**config.mk**
```make
export PLATFORM = sky130hd
export DESIGN_NAME = conv3x3_accumulator
export DESIGN_NICKNAME = d
export VERILOG_FILES = /design/src/rtl/conv3x3_accumulator_pkg.sv /design/src/rtl/conv3x3_accumulator_mac9_pipe.sv /design/src/rtl/conv3x3_accumulator.sv
export SDC_FILE = /design/constraint.sdc
export NUM_CORES = 2
export LEC_CHECK = 0
export BUFFER_PORTS_ARGS = -buffer_cell sky130_fd_sc_hd__buf_2
export CAP_MARGIN = 20
export CORE_AREA = 2 2 303 305
export CTS_BUF_LIST = sky130_fd_sc_hd__clkbuf_2 sky130_fd_sc_hd__clkbuf_4 sky130_fd_sc_hd__clkbuf_8
export CTS_CLUSTER_SIZE = 30
export DETAILED_ROUTE_END_ITERATION = 10
export DIE_AREA = 0 0 305 307
export HOLD_SLACK_MARGIN = 0.06
export PLACE_DENSITY = 0.67
export SLEW_MARGIN = 20
export SYNTH_ARGS = -nofsm -noshare
export SYNTH_HDL_FRONTEND = slang
export SYNTH_HIERARCHICAL = 1
export SYNTH_SLANG_ARGS = --single-unit
```
**constraint.sdc**
```tcl
create_clock -name clk -period 5.4 [get_ports clk]
set_input_delay 0.54 -clock clk [delete_from_list [all_inputs] [get_ports clk]]
set_output_delay 0.54 -clock clk [all_outputs]
set_load 0.01 [all_outputs]
```
**src/rtl/conv3x3_accumulator_pkg.sv**
```systemverilog
// Shared constants, types and state encoding for the 3x3 convolution accumulator
// and its multiply/adder-tree pipeline.
package conv_pkg;

    localparam int PIXEL_WIDTH       = 8;
    localparam int STREAM_DATA_WIDTH = 72;
    localparam int ACC_WIDTH         = 32;
    localparam int ID_WIDTH          = 10;
    localparam int PROD_WIDTH        = 17;
    localparam int SUM_WIDTH         = 21;
    localparam int NUM_TAPS          = 9;

    typedef logic signed [PROD_WIDTH-1:0] prod_t;
    typedef logic signed [SUM_WIDTH-1:0]  sum_t;
    typedef logic signed [ACC_WIDTH-1:0]  acc_t;
    typedef logic [ID_WIDTH-1:0]          id_t;

    typedef enum logic [1:0] {
        IDLE  = 2'd0,
        ACCUM = 2'd1,
        DRAIN = 2'd2,
        OUT   = 2'd3
    } state_e;

    // Unsigned pixel times signed weight; the zero-extended pixel keeps the product signed.
    function automatic prod_t pix_mul(input logic [PIXEL_WIDTH-1:0] pix,
                                      input logic [PIXEL_WIDTH-1:0] wgt);
        logic signed [PIXEL_WIDTH:0]   p_s;
        logic signed [PIXEL_WIDTH-1:0] w_s;
        p_s = $signed({1'b0, pix});
        w_s = $signed(wgt);
        return prod_t'(p_s * w_s);
    endfunction

endpackage

```
**src/rtl/conv3x3_accumulator_mac9_pipe.sv**
```systemverilog
// Two-stage 3x3 multiply / adder-tree pipeline with first/last tags travelling
// alongside the valid bit.
module mac9_pipe
    import conv_pkg::*;
(
    input  logic                         clk,
    input  logic                         rst_n,
    input  logic                         in_valid_i,
    input  logic                         in_first_i,
    input  logic                         in_last_i,
    input  logic [STREAM_DATA_WIDTH-1:0] pix_i,
    input  logic [STREAM_DATA_WIDTH-1:0] wgt_i,
    output logic                         out_valid_o,
    output logic                         out_first_o,
    output logic                         out_last_o,
    output sum_t                         sum_o
);

    prod_t prod_d [NUM_TAPS];
    prod_t prod_q [NUM_TAPS];
    logic  v1_q, first1_q, last1_q;
    sum_t  sum_d, sum_q;
    logic  v2_q, first2_q, last2_q;
    sum_t  s0, s1, s2, s3, t0, t1;

    always_comb begin
        for (int unsigned i = 0; i < NUM_TAPS; i++) begin
            prod_d[i] = pix_mul(pix_i[i*PIXEL_WIDTH +: PIXEL_WIDTH],
                                wgt_i[i*PIXEL_WIDTH +: PIXEL_WIDTH]);
        end
    end

    always_comb begin
        s0    = sum_t'(prod_q[0]) + sum_t'(prod_q[1]);
        s1    = sum_t'(prod_q[2]) + sum_t'(prod_q[3]);
        s2    = sum_t'(prod_q[4]) + sum_t'(prod_q[5]);
        s3    = sum_t'(prod_q[6]) + sum_t'(prod_q[7]);
        t0    = s0 + s1;
        t1    = s2 + s3;
        sum_d = t0 + t1 + sum_t'(prod_q[8]);
    end

    always_ff @(posedge clk or negedge rst_n) begin
        if (!rst_n) begin
            for (int unsigned i = 0; i < NUM_TAPS; i++) begin
                prod_q[i] <= '0;
            end
            v1_q     <= 1'b0;
            first1_q <= 1'b0;
            last1_q  <= 1'b0;
            sum_q    <= '0;
            v2_q     <= 1'b0;
            first2_q <= 1'b0;
            last2_q  <= 1'b0;
        end else begin
            for (int unsigned i = 0; i < NUM_TAPS; i++) begin
                prod_q[i] <= prod_d[i];
            end
            v1_q     <= in_valid_i;
            first1_q <= in_first_i;
            last1_q  <= in_last_i;
            sum_q    <= sum_d;
            v2_q     <= v1_q;
            first2_q <= first1_q;
            last2_q  <= last1_q;
        end
    end

    assign out_valid_o = v2_q;
    assign out_first_o = first2_q;
    assign out_last_o  = last2_q;
    assign sum_o       = sum_q;

endmodule

```
**src/rtl/conv3x3_accumulator.sv**
```systemverilog
// Per-layer-stream 3x3 convolution accumulator: MACs each window with the loaded
// kernel and sums N layers per result. `define CONV_RELU_EN clamps negative results to 0.
module conv3x3_accumulator
    import conv_pkg::*;
(
    input  logic                         clk,
    input  logic                         reset_n,
    input  logic [ID_WIDTH-1:0]          no_of_input_layers,
    input  logic                         kernel_load,
    input  logic [STREAM_DATA_WIDTH-1:0] kernel_data,
    input  logic [STREAM_DATA_WIDTH-1:0] in_data,
    input  logic                         in_valid,
    output logic                         in_rdy,
    input  logic [ID_WIDTH-1:0]          in_id,
    output logic [ACC_WIDTH-1:0]         out_data,
    output logic                         out_valid,
    input  logic                         out_rdy,
    output logic [ID_WIDTH-1:0]          out_id,
    output logic                         id_error
);

    state_e                         state_q, state_d;
    logic [STREAM_DATA_WIDTH-1:0]   kernel_q, kernel_d;
    id_t                            layer_cnt_q, layer_cnt_d;
    id_t                            n_q, n_d;
    acc_t                           acc_q, acc_d;
    id_t                            out_id_q, out_id_d;
    logic                           id_error_q, id_error_d;

    logic  accept;
    logic  first_beat;
    logic  last_beat;
    id_t   n_eff;
    logic  pipe_valid, pipe_first, pipe_last;
    sum_t  pipe_sum;

    assign accept     = in_valid && (state_q == ACCUM);
    assign first_beat = (layer_cnt_q == '0);
    // N is latched on the first beat; later beats use the latched copy.
    assign n_eff      = first_beat ? ((no_of_input_layers == '0) ? id_t'(1) : no_of_input_layers)
                                   : n_q;
    assign last_beat  = (layer_cnt_q == n_eff - id_t'(1));

    mac9_pipe u_mac9_pipe (
        .clk         (clk),
        .rst_n       (reset_n),
        .in_valid_i  (accept),
        .in_first_i  (first_beat),
        .in_last_i   (last_beat),
        .pix_i       (in_data),
        .wgt_i       (kernel_q),
        .out_valid_o (pipe_valid),
        .out_first_o (pipe_first),
        .out_last_o  (pipe_last),
        .sum_o       (pipe_sum)
    );

    always_comb begin
        state_d     = state_q;
        kernel_d    = kernel_q;
        layer_cnt_d = layer_cnt_q;
        n_d         = n_q;
        acc_d       = acc_q;
        out_id_d    = out_id_q;
        id_error_d  = id_error_q;

        // Weights only change between groups, so the pipeline never mixes kernels.
        if (kernel_load && ((state_q == IDLE) || ((state_q == ACCUM) && first_beat))) begin
            kernel_d = kernel_data;
        end

        if (pipe_valid) begin
            acc_d = pipe_first ? acc_t'(pipe_sum) : acc_q + acc_t'(pipe_sum);
        end

        unique case (state_q)
            IDLE: begin
                if (kernel_load) begin
                    state_d = ACCUM;
                end
            end
            ACCUM: begin
                if (accept) begin
                    layer_cnt_d = layer_cnt_q + id_t'(1);
                    if (first_beat) begin
                        n_d = n_eff;
                    end
                    if (in_id != layer_cnt_q) begin
                        id_error_d = 1'b1;
                    end
                    if (last_beat) begin
                        state_d = DRAIN;
                    end
                end
            end
            DRAIN: begin
                if (pipe_valid && pipe_last) begin
                    state_d = OUT;
                end
            end
            OUT: begin
                if (out_rdy) begin
                    out_id_d    = out_id_q + id_t'(1);
                    layer_cnt_d = '0;
                    state_d     = ACCUM;
                end
            end
            default: state_d = IDLE;
        endcase
    end

    always_ff @(posedge clk or negedge reset_n) begin
        if (!reset_n) begin
            state_q     <= IDLE;
            kernel_q    <= '0;
            layer_cnt_q <= '0;
            n_q         <= '0;
            acc_q       <= '0;
            out_id_q    <= '0;
            id_error_q  <= 1'b0;
        end else begin
            state_q     <= state_d;
            kernel_q    <= kernel_d;
            layer_cnt_q <= layer_cnt_d;
            n_q         <= n_d;
            acc_q       <= acc_d;
            out_id_q    <= out_id_d;
            id_error_q  <= id_error_d;
        end
    end

    assign in_rdy    = (state_q == ACCUM);
    assign out_valid = (state_q == OUT);
    assign out_id    = out_id_q;
    assign id_error  = id_error_q;

`ifdef CONV_RELU_EN
    assign out_data = acc_q[ACC_WIDTH-1] ? '0 : acc_q;
`else
    assign out_data = acc_q;
`endif

endmodule

```
Word-level counts from Yosys, hierarchy flattened

Cells that the tools add are included.

Register bits: 317
Bits in latches: 0
Bits in writable memories: 0
Bits in read-only memories: 0
Input port bits: 169
Output and inout bits: 45
Word-level logic and storage cells: 80
Memories: 0

$add $sub $neg: 12
Multiply operators: 9
Divide/modulo/power cells: 0
Order comparisons: 0
Eq/ne operators: 10
Shifts and indexed selects: 0
Multiplexer cells: 12
Bitwise gates (word level): 0
Reduce and logical (&&, ||, !) cells: 14

Operators by type and width:

| operator                | count |
|---|---|
| $mul A9 B8 Y17          | 9 |
| $add A17 B17 Y18        | 4 |
| $add A21 B21 Y21        | 3 |
| $mux W10                | 4 |
| $add A32 B21 Y32        | 1 |
| $mux W32                | 1 |
| $add A21 B17 Y21        | 1 |
| $add A10 B1 Y10 const B | 2 |
| $logic_not A10 Y1       | 2 |
| $pmux W10 S2            | 1 |
| $eq A10 B10 Y1          | 1 |
| $mux W2                 | 5 |
| $ne A10 B10 Y1          | 1 |
| $sub A10 B1 Y10 const B | 1 |
| $reduce_and A3 Y1       | 3 |
| $pmux W2 S4             | 1 |
| $ne A2 B1 Y1 const B    | 3 |
| $reduce_and A5 Y1       | 1 |
| $eq A2 B2 Y1 const B    | 2 |
| $logic_and A1 B1 Y1     | 4 |
| $ne A2 B2 Y1 const B    | 2 |
| $eq A2 B1 Y1 const B    | 1 |
| $logic_not A2 Y1        | 1 |
| $reduce_and A2 Y1       | 1 |
| 2 further kinds         | 2 |

Longest topological paths before layout

Depth in word-level cells: 8
Mapped depth: 18
Depth with buffers taken out: 18

Hierarchy

The synthesis kept the hierarchy.

Modules (own cells, without submodules):

| module              | instances | cells each | area each (µm²) | seq. area each (µm²) |
|---|---|---|---|---|
| mac9_pipe           | 1         | 2899       | 28084.4         | 4504.3 |
| conv3x3_accumulator | 1         | 744        | 7681.1          | 3428.3 |

Worst setup path after synthesis

No wires, ideal clock.

Path type: register to register
Start point: register u_mac9_pipe/prod_q[104] (netlist name)
End point: register u_mac9_pipe.sum_q[14], in the netlist u_mac9_pipe/sum_o[14]
Setup time: 0.132 ns
Arrival: 4.371 ns
Data required time: 5.268 ns
Slack: 0.897 ns
Stages on the path, launching flop included: 16
Buffers on the path: 0
Period minus slack after synthesis: 4.503 ns
Cell sequence: dfrtp_1 -> fa_1 -> fa_1 -> fa_1 -> inv_1 -> fa_1 -> inv_1 -> ha_1 -> inv_1 -> fa_1 -> nor2b_4 -> o31a_1 -> o41a_1 -> o41a_1 -> o21ai_1 -> or3b_1

Word-level cells in the longest chain between the ends: 4

RTL lines:

| element                           | line                                | source |
|---|---|---|
| from (decl)                       | conv3x3_accumulator_mac9_pipe.sv:20 | `prod_t prod_q [NUM_TAPS];` |
| from (signal, indexed assignment) | conv3x3_accumulator_mac9_pipe.sv:57 | `prod_q[i] <= prod_d[i];` |
| $add A17 B17 Y18                  | conv3x3_accumulator_mac9_pipe.sv:35 | `s1 = sum_t'(prod_q[2]) + sum_t'(prod_q[3]);` |
| $add A21 B21 Y21                  | conv3x3_accumulator_mac9_pipe.sv:38 | `t0 = s0 + s1;` |
| $add A21 B21 Y21                  | conv3x3_accumulator_mac9_pipe.sv:40 | `sum_d = t0 + t1 + sum_t'(prod_q[8]);` |
| $add A21 B17 Y21                  | conv3x3_accumulator_mac9_pipe.sv:40 |  |
| via u_mac9_pipe.sum_d[14]         | conv3x3_accumulator_mac9_pipe.sv:22 | `sum_t sum_d, sum_q;` |
| to (signal assigned)              | conv3x3_accumulator_mac9_pipe.sv:62 | `sum_q <= sum_d;` |
| to (decl)                         | conv3x3_accumulator_mac9_pipe.sv:22 |  |

The timed path passes the listed nets, and every way through them passes these cells.
A chain may end at the register's enable or synchronous reset.

Worst setup path after layout

Start point: register u_mac9_pipe/prod_q[2] (netlist name)
End point: register u_mac9_pipe.sum_q[14], in the netlist u_mac9_pipe/sum_o[14]

Word-level cells in the longest chain between the ends: 1

RTL lines:

| element                   | line |
|---|---|
| $add A21 B17 Y21          | conv3x3_accumulator_mac9_pipe.sv:40 |
| via u_mac9_pipe.sum_d[14] | conv3x3_accumulator_mac9_pipe.sv:22 |

The timed path passes the listed nets, and every way through them passes these cells.

==> flow_summary.json <==
{
  "status": "finished clean",
  "synthesis.nets": 4716,
  "clock_sinks": 317,
  "synth_cell_types": 65,
  "first_global_vias": 26650,
  "worstHoldPathCells": 2,
  "synth_edf_count": 0,
  "cts_root_buf": "clkbuf_8",
  "syn_area_um2": 35770,
  "grt_max_degree": 121,
  "crit_type": "flip-flop to flip-flop",
  "drtAntennaViolNets": 0,
  "dp_hpwl_mm": 68.36,
  "grt_setup_unrepaired": "false",
  "drt_pass1_iterations": 5,
  "die_y_um": 307,
  "start_util_pct": 39.44,
  "synth-main-ff-cell": "dfrtp_1",
  "required_ns": 5.97,
  "std_cell_rows": 111,
  "fin_area_um2": 40440,
  "pre_cts_ws_ns": 0.6292,
  "regToRegEndpoint": "u_mac9_pipe/sum_o[14]",
  "setup_viol": 0,
  "maxCapViolCount": 0,
  "drive_above_1_share_pct": 11.13,
  "ys_async_sr_fraction_pct": 100.0,
  "hold_class": "input port to flip-flop",
  "clock_latency_ns": 0.70,
  "min_to": "kernel_q[42]",
  "setup_tns_ns": 0,
  "endpoint_kind": "flip-flop",
  "place_area_um2": 38280,
  "ys_seq_area_share_pct": 22.18,
  "timing.final.crit_share_pct": 87.65,
  "drc": 0,
  "numCtsBuffers": 66,
  "finalWeightedCongestion": 0.8536,
  "worstMarginPinSlew_ns": 0.8802,
  "wl_met1_mm": 35.68,
  "core-area_um2": 90690,
  "syn_area_per_cell_um2": 9.818,
  "h-tree-depth": 3,
  "numPortBuffers": 213,
  "slew_violations": 0,
  "cp-start-kind": "flip-flop",
  "wirelength_mm": 83.63,
  "layout_commonest_cell": "inv_1",
  "io-pin-count": 214,
  "grt_pass1_wl_mm": 138.2,
  "fmax_ghz": 0.2113,
  "netlist_instances": 3643,
  "clockBufferDepth": 3,
  "fin_skew_ns": 0.08397,
  "antenna_found_initial": 10,
  "rr_startpoint": "u_mac9_pipe/prod_q[2]",
  "hp-start": "kernel_data[42]",
  "dieArea_um2": 93640,
  "cts_tree": "done",
  "grt_overflow": 0,
  "drtIter0Drc": 1080,
  "wl_per_cell_um": 16.08,
  "wl_met2_mm": 41.87,
  "crit_arrival_ns": 5.30,
  "vias": 25180,
  "grt_use_total_pct": 18.48,
  "path_clk_slew_ns": 0.06,
  "worst-r2r-setup-slack_ns": 0.67,
  "path_max_fanout": 4,
  "cts_resized": 0,
  "via_per_inst": 4.842,
  "reg2reg_depth": 17,
  "final_cell_mix": "inv_1 (722), fa_1 (456), ha_1 (448), dfrtp_1 (316), and2_1 (298)",
  "hold_viol_final": 0,
  "min_period_ns": 4.733,
  "worst_slack_ns": 0.6670,
  "fin_util_pct": 44.59,
  "nNetsFinal": 5029,
  "yosys_warnings": 6,
  "syn_to_final_growth_pct": 13.08,
  "ys_ff_latch": 317,
  "route.met3.wl_mm": 3.342,
  "slew_headroom_pct": 41.32,
  "top_layer": "met5",
  "die_x_um": 305
}
synth_stat cells (all sizes together) (61+ instances only):
master	instances	area (um2)
a21oi	150	750.7
and2	298	1864
dfrtp	317	7933
fa	456	9129
ha	448	5605
inv	722	2710
mux2	85	957.2
nand2	274	1028
nand2b	61	381.6
nor2	159	596.8
o21ai	72	360.3
xnor2	138	1209
per-layer routing:
layer | vias up | global-route usage, %
met2 | 453 | 32.27
met4 | 8 | 6.597
met5 | - | 0
li1 | 12190 | -
met3 | 138 | 2.826
met1 | 12390 | 23.19
repair_timing:
action                                 CTS  global route
endpoints found under the hold margin  157             0
hold buffers                            59             0
buffers inserted                         0             0
worst max path at each step:
stage | cells after the start | slack, ns | from | end
6_report | 17 | 0.67 | u_mac9_pipe/prod_q[2] | u_mac9_pipe/sum_o[14]
5_1_grt | 15 | 0.44 | u_mac9_pipe/prod_q[104] | u_mac9_pipe/sum_o[14]
2_1_floorplan | 15 | 0.90 | u_mac9_pipe/prod_q[104] | u_mac9_pipe/sum_o[14]
3_5_place_dp | 16 | 0.63 | in_data[30] | u_mac9_pipe/prod_q[100]
4_1_cts | 17 | 0.65 | u_mac9_pipe/prod_q[2] | u_mac9_pipe/sum_o[14]
3_3_place_gp | 16 | 0.68 | in_data[30] | u_mac9_pipe/prod_q[100]
layout make-up:
| class | instances | area, um2 |
|---|---|---|
| repair buffers | 283 | 1774 |
| clock inverters | 27 | 376.6 |
| clock buffers | 92 | 1179 |
| well taps | 1186 | 1484 |
| diodes | 6 | 15.01 |
| flip-flops and latches | 317 | 7934 |
| inverters | 723 | 2714 |
| multi-input cells | 2565 | 24970 |
| fillers | 8699 | 50250 |
sequential cells by signal, summed over array words and instances (netlist names), 2 cells and up:
signal	flops
n_q	10
u_mac9_pipe/prod_q	153
u_mac9_pipe/sum_o	21
out_data	32
out_id	10
layer_cnt_q	10
state_q	2
kernel_q	72
critical path, cell delays in order (launching register included):
cell     delay (ns)
dfrtp_1        0.32
inv_1          0.06
fa_1           0.56
inv_1          0.05
fa_1           0.46
fa_1           0.49
inv_1          0.05
fa_1           0.48
inv_1          0.05
ha_1           0.20
inv_1          0.08
fa_1           0.26
nor2b_4        0.06
o31a_1         0.26
o41a_1         0.35
o41a_1         0.39
o21ai_1        0.13
or3b_1         0.34
metrics by stage:
stage                     std cells  hold WS, ns
after detailed placement       5015       0.3372
after global routing           5197      0.08224
after floorplan                3643       0.2444
after CTS                      5193      0.06040
after global placement         5015       0.3344
final                          5199       0.1309
logic make-up (layout without fill, tap and decap cells):
group	after synthesis	count (layout)	synth area share [%]
XOR/XNOR	178	178	4.359
other	0	6	0
AND/OR/NAND/NOR	952	952	13.52
flip-flops	317	317	22.18
buffers and inverters	761	1125	8.036
multiplexers	97	97	3.012
adder cells (fa/ha/maj)	904	904	41.20
AO/OA/AOI/OAI	434	434	7.700
Power is not shown: default switching activity piles up to over one toggle a cycle in this logic, so the estimate is an artifact.
